File: config.mk
export PLATFORM = sky130hd
export DESIGN_NAME = kgp_mem_arbiter
export DESIGN_NICKNAME = d
export VERILOG_FILES = /design/src/rtl/kgp_mem_arbiter_pkg.sv /design/src/rtl/kgp_mem_arbiter_rr_arb2.sv /design/src/rtl/kgp_mem_arbiter.sv
export SDC_FILE = /design/constraint.sdc
export NUM_CORES = 1
export LEC_CHECK = 0
export ABC_CLOCK_PERIOD_IN_PS = 4500
export CAP_MARGIN = 40
export CORE_ASPECT_RATIO = 0.6
export CORE_MARGIN = 2
export CORE_UTILIZATION = 21
export CTS_CLUSTER_DIAMETER = 50
export DETAILED_ROUTE_END_ITERATION = 7
export PLACE_DENSITY = 0.9
export SLEW_MARGIN = 0
export SYNTH_ARGS = -nofsm -noshare
export SYNTH_HDL_FRONTEND = slang
export SYNTH_SLANG_ARGS = --single-unit
File: constraint.sdc
create_clock -name clk -period 4.5 [get_ports clk]
set_input_delay 0.9 -clock clk [delete_from_list [all_inputs] [get_ports clk]]
set_output_delay 0.9 -clock clk [all_outputs]
set_load 0.01 [all_outputs]
File: src/rtl/kgp_mem_arbiter_pkg.sv
// Shared definitions for the KGP-RISC memory arbiter.
// Holds the requester/owner encoding, the requester index map and the
// default address/data widths that the core and memory wrapper also use.
package kgp_mem_arbiter_pkg;

    // Default word-address and data widths of the KGP-RISC memory.
    localparam int unsigned DEF_ADDR_W = 10;
    localparam int unsigned DEF_DATA_W = 32;

    // Number of requesters sharing the memory port.
    localparam int unsigned N_REQ = 2;

    // Bit positions of each requester in the arbiter req/gnt vectors.
    localparam int unsigned IDX_IF = 0;
    localparam int unsigned IDX_LS = 1;

    // Owner of a grant or of an outstanding read response.
    typedef enum logic {
        OWNER_IF = 1'b0,
        OWNER_LS = 1'b1
    } owner_e;

endpackage

File: src/rtl/kgp_mem_arbiter_rr_arb2.sv
// Two-input round-robin arbiter.
// Ports:
//   clk, rst   clock, asynchronous active-low reset
//   req[1:0]   requests, bit 0 = IF, bit 1 = LS
//   gnt[1:0]   one-hot (or zero) grant, combinational from req and last owner
// The requester that did not win last time has priority under conflict.
// Reset makes LS the last owner, so IF wins the first conflict.
module kgp_mem_arbiter_rr_arb2
    import kgp_mem_arbiter_pkg::*;
(
    input  logic             clk,
    input  logic             rst,
    input  logic [N_REQ-1:0] req,
    output logic [N_REQ-1:0] gnt
);

    owner_e last_owner;

    // Grant decision: a lone requester wins, a conflict goes to the non-last owner.
    always_comb begin
        gnt = '0;
        if (req[IDX_IF] && (!req[IDX_LS] || (last_owner == OWNER_LS))) begin
            gnt[IDX_IF] = 1'b1;
        end else if (req[IDX_LS]) begin
            gnt[IDX_LS] = 1'b1;
        end
    end

    // Last-owner tracking; holds its value through idle cycles.
    always_ff @(posedge clk or negedge rst) begin
        if (!rst) begin
            last_owner <= OWNER_LS;
        end else if (gnt[IDX_IF]) begin
            last_owner <= OWNER_IF;
        end else if (gnt[IDX_LS]) begin
            last_owner <= OWNER_LS;
        end
    end

endmodule

File: src/rtl/kgp_mem_arbiter.sv
// Single-port memory arbiter between instruction fetch (IF) and load/store (LS).
// Ports:
//   clk, rst                     clock, asynchronous active-low reset
//   if_req/if_addr               fetch request (held until granted)
//   if_gnt/if_rvalid/if_rdata    fetch grant, read-valid pulse, read data
//   ls_req/ls_we/ls_addr/ls_wdata  load/store request (held until granted)
//   ls_gnt/ls_rvalid/ls_rdata    load/store grant, read-valid pulse, read data
//   mem_en/mem_we/mem_addr/mem_wdata/mem_rdata  memory macro port (1-cycle read)
//   stall                        some request is waiting this cycle
// Grants are combinational (zero latency); read data returns one cycle after
// the grant and is steered to the requester recorded with the access.
module kgp_mem_arbiter
    import kgp_mem_arbiter_pkg::*;
#(
    parameter int unsigned ADDR_W = DEF_ADDR_W,
    parameter int unsigned DATA_W = DEF_DATA_W
) (
    input  logic              clk,
    input  logic              rst,

    input  logic              if_req,
    input  logic [ADDR_W-1:0] if_addr,
    output logic              if_gnt,
    output logic              if_rvalid,
    output logic [DATA_W-1:0] if_rdata,

    input  logic              ls_req,
    input  logic              ls_we,
    input  logic [ADDR_W-1:0] ls_addr,
    input  logic [DATA_W-1:0] ls_wdata,
    output logic              ls_gnt,
    output logic              ls_rvalid,
    output logic [DATA_W-1:0] ls_rdata,

    output logic              mem_en,
    output logic              mem_we,
    output logic [ADDR_W-1:0] mem_addr,
    output logic [DATA_W-1:0] mem_wdata,
    input  logic [DATA_W-1:0] mem_rdata,

    output logic              stall
);

    logic [N_REQ-1:0] arb_req;
    logic [N_REQ-1:0] arb_gnt;
    logic             resp_valid;
    owner_e           resp_owner;

    // Requests are masked while reset is held so no grant can leak out.
    assign arb_req[IDX_IF] = if_req & rst;
    assign arb_req[IDX_LS] = ls_req & rst;

    kgp_mem_arbiter_rr_arb2 u_arb (
        .clk (clk),
        .rst (rst),
        .req (arb_req),
        .gnt (arb_gnt)
    );

    assign if_gnt = arb_gnt[IDX_IF];
    assign ls_gnt = arb_gnt[IDX_LS];

    // Memory port mux from the granted requester; IF never writes.
    always_comb begin
        mem_en    = 1'b0;
        mem_we    = 1'b0;
        mem_addr  = '0;
        mem_wdata = '0;
        if (ls_gnt) begin
            mem_en    = 1'b1;
            mem_we    = ls_we;
            mem_addr  = ls_addr;
            mem_wdata = ls_wdata;
        end else if (if_gnt) begin
            mem_en    = 1'b1;
            mem_addr  = if_addr;
        end
    end

    // Outstanding read tracking; stores and idle cycles produce no response.
    always_ff @(posedge clk or negedge rst) begin
        if (!rst) begin
            resp_valid <= 1'b0;
            resp_owner <= OWNER_IF;
        end else begin
            resp_valid <= mem_en & ~mem_we;
            resp_owner <= ls_gnt ? OWNER_LS : OWNER_IF;
        end
    end

    // Response steering; the async clear of resp_valid drops a pending read.
    assign if_rvalid = resp_valid & (resp_owner == OWNER_IF);
    assign ls_rvalid = resp_valid & (resp_owner == OWNER_LS);

    // Both ports see the memory data; rvalid qualifies it.
    assign if_rdata = rst ? mem_rdata : '0;
    assign ls_rdata = rst ? mem_rdata : '0;

    // Any request left ungranted this cycle holds the core.
    assign stall = rst & ((if_req & ~if_gnt) | (ls_req & ~ls_gnt));

endmodule
==> run metrics <==
Avg Inst Size Synth=6.42 sq um; WL met2=2.63 mm; synthesis-to-layout area growth=184%; Placer Congestion=0.741; Hold Violations, Final=0; Tightest Pin Transition=between 400 and 500 ps; startpoint types=primary input; setup tns final=0 ps; Seq/Total Area, Yosys=7.57%; CTS root buf=clkbuf_8; top-area cell type share of the netlist area=between 40% and 50%; # rows=19; top_reg_cell synth=dfrtp_1; Detail Route Antenna Nets=0; Worst slew margin=70.5%; placed wire-length estimate=between 4 and 5 mm; top cells by count, synth=and2_1, buf_4, nand2_1; met3 routed WL=approximately 500 microns; post-synth cell types=17; Peak VDD IR=between 0.1 and 0.15 mV; synth warn=0; final net count=~410; status=finished, final reports clean; die area=5390 sq um; Worst-path clk slew=30 ps; TritonCTS clock tree=done; final worst-path cycle share=84.7%; final setup vio count=0; largest net degree at the start of global routing=46; top cells by area, synth=and2_1, buf_4, nand2_1, o22ai_1, dfrtp_1; post-synthesis cell count=157; Max Cap Viol=0; WL final=~5.2 mm; post-CTS setup repair buffer count=0; post-synthesis net count=246; DRC=0; first-pass GRT wire length=7.71 mm; Cell Pwr Density=133 nW/um^2; Placed Instances=around 380; H-tree levels=1; Total Routing Usage GR=a little under a fifth; vias post-DR=between 1,500 and 2,000; EDFF count, synth=0; CP Max Fanout=between 40 and 50; largest area contributor in the netlist=and2_1; post-CTS sizing=0; most frequent cell after synthesis=and2_1; Worst setup EP type=output port; initial antenna violation count=0; # fillers=396; Leakage=0.00111 uW; Via-to-Cell Ratio=between 3 and 4; ant diodes=0; vias in the first global route=1,488; path type of the worst setup path=in2out; DRT Pass-1 Iters=4; Starting Density=22.0%; CP required=3600 ps; PortBufs=201; Clock Skew=0.115 ps; Seq cells post-synth=3; First DRT Iteration DRCs=35; remaining global-route overflow=0; sequential cell area=76.3 sq um; Post-Syn Area=1010 sq um; Slew Limit Fails=0; DRT met1 WL=2.01 mm; FFs w/ async S/R, synth=100%; Worst EP arrival=2910 ps; # IOs=between 200 and 250; Finished Layout Cells=between 300 and 400; DR top layer=met4; HP Class=reg2reg; clock tree sinks=3; clk buf depth=2; RSZ-0062 raised after global routing=false; Avg WL per Cell=13.5 microns; CTS Hold Bufs=0; Final Critical Period=3810 ps; Max Clock Freq=262 MHz; core area=~4600 sq um; height of the die=57.7 microns; Clock Latency Late Sink=220 ps; floorplan die width=~93 microns; share of layout cells above drive strength 1=2.48%; Num CTS Buffers=3; Multi-input gate area=616 sq um
## power by group
| part | total, uW | internal, uW | switching [uW] |
|---|---|---|---|
| logic | 270 | 176 | 93.2 |
| clock network | 78.6 | 60.5 | 18.2 |
| registers | 33.6 | 31.6 | 2.00 |
## final cells by class
cell class,count,area share [%]
Timing Repair Buffer,205,71.3
Sequential cell,3,2.66
Multi-Input combinational cell,109,21.5
Tap cell,63,2.75
Clock buffer,4,1.57
Inverter,2,0.262
## cells by family after synthesis
| group | count (synthesis) | share of synthesized area, % |
|---|---|---|
| flops | 3 | 7.57 |
| compound gates | 14 | 8.31 |
| buf+inv | 45 | 31.4 |
| simple gates | 95 | 52.7 |
## worst max-delay path: stages
cell and delay, ps:
clkdlybuf4s50_1 740, buf_4 430, nand2_1 110, o22ai_1 160, clkdlybuf4s50_1 560
## placed cells by master, fill, tap and decap left out, drive strengths merged, types with 2 or more instances in the layout
cell	count
a21oi	2
and2	66
and3	2
buf	4
clkbuf	4
clkdlybuf4s50	201
dfrtp	2
inv	2
nand2	22
nor2	3
o22ai	10
## per-layer routing
metal  vias up  track usage [%]
li1        793                -
met4         0             4.41
met3         6             4.42
met1       659             22.3
met2        81             33.0
met5         -                0
## per-stage QoR
| stage | total power (uW) | setup WS (ps) | instance area, sq um | hold slack (ps) | util, % |
|---|---|---|---|---|---|
| 3_5_place_dp | 305 | 673 | 2820 | 523 | 61.5 |
| 6_report | 382 | 688 | 2870 | 526 | 62.4 |
| 3_3_place_gp | 302 | 739 | 2820 | 518 | 61.5 |
| 5_1_grt | 405 | 497 | 2870 | 540 | 62.4 |
| 2_1_floorplan | 138 | 1990 | 1010 | 509 | - |
| 4_1_cts | 387 | 675 | 2870 | 527 | 62.4 |
## state kept, by name, indices dropped and copies added, names as in the netlist
signal / flops
resp_owner: 1
resp_valid: 1
u_arb.last_owner: 1
## path summary, 6_finish.rpt
path | from | endpoint | slack (ps) | cells past startpoint
max in group asynchronous | rst | u_arb.last_owner | 2740 | 2
max reg2reg | u_arb.last_owner | resp_owner | 3360 | 3
min in group asynchronous | rst | resp_valid | 1450 | 2
min | u_arb.last_owner | u_arb.last_owner | 530 | 2
max | rst | mem_addr[4] | 690 | 5
min reg2reg | u_arb.last_owner | u_arb.last_owner | 530 | 2
Note: power is estimated with default switching activity, not from simulation.
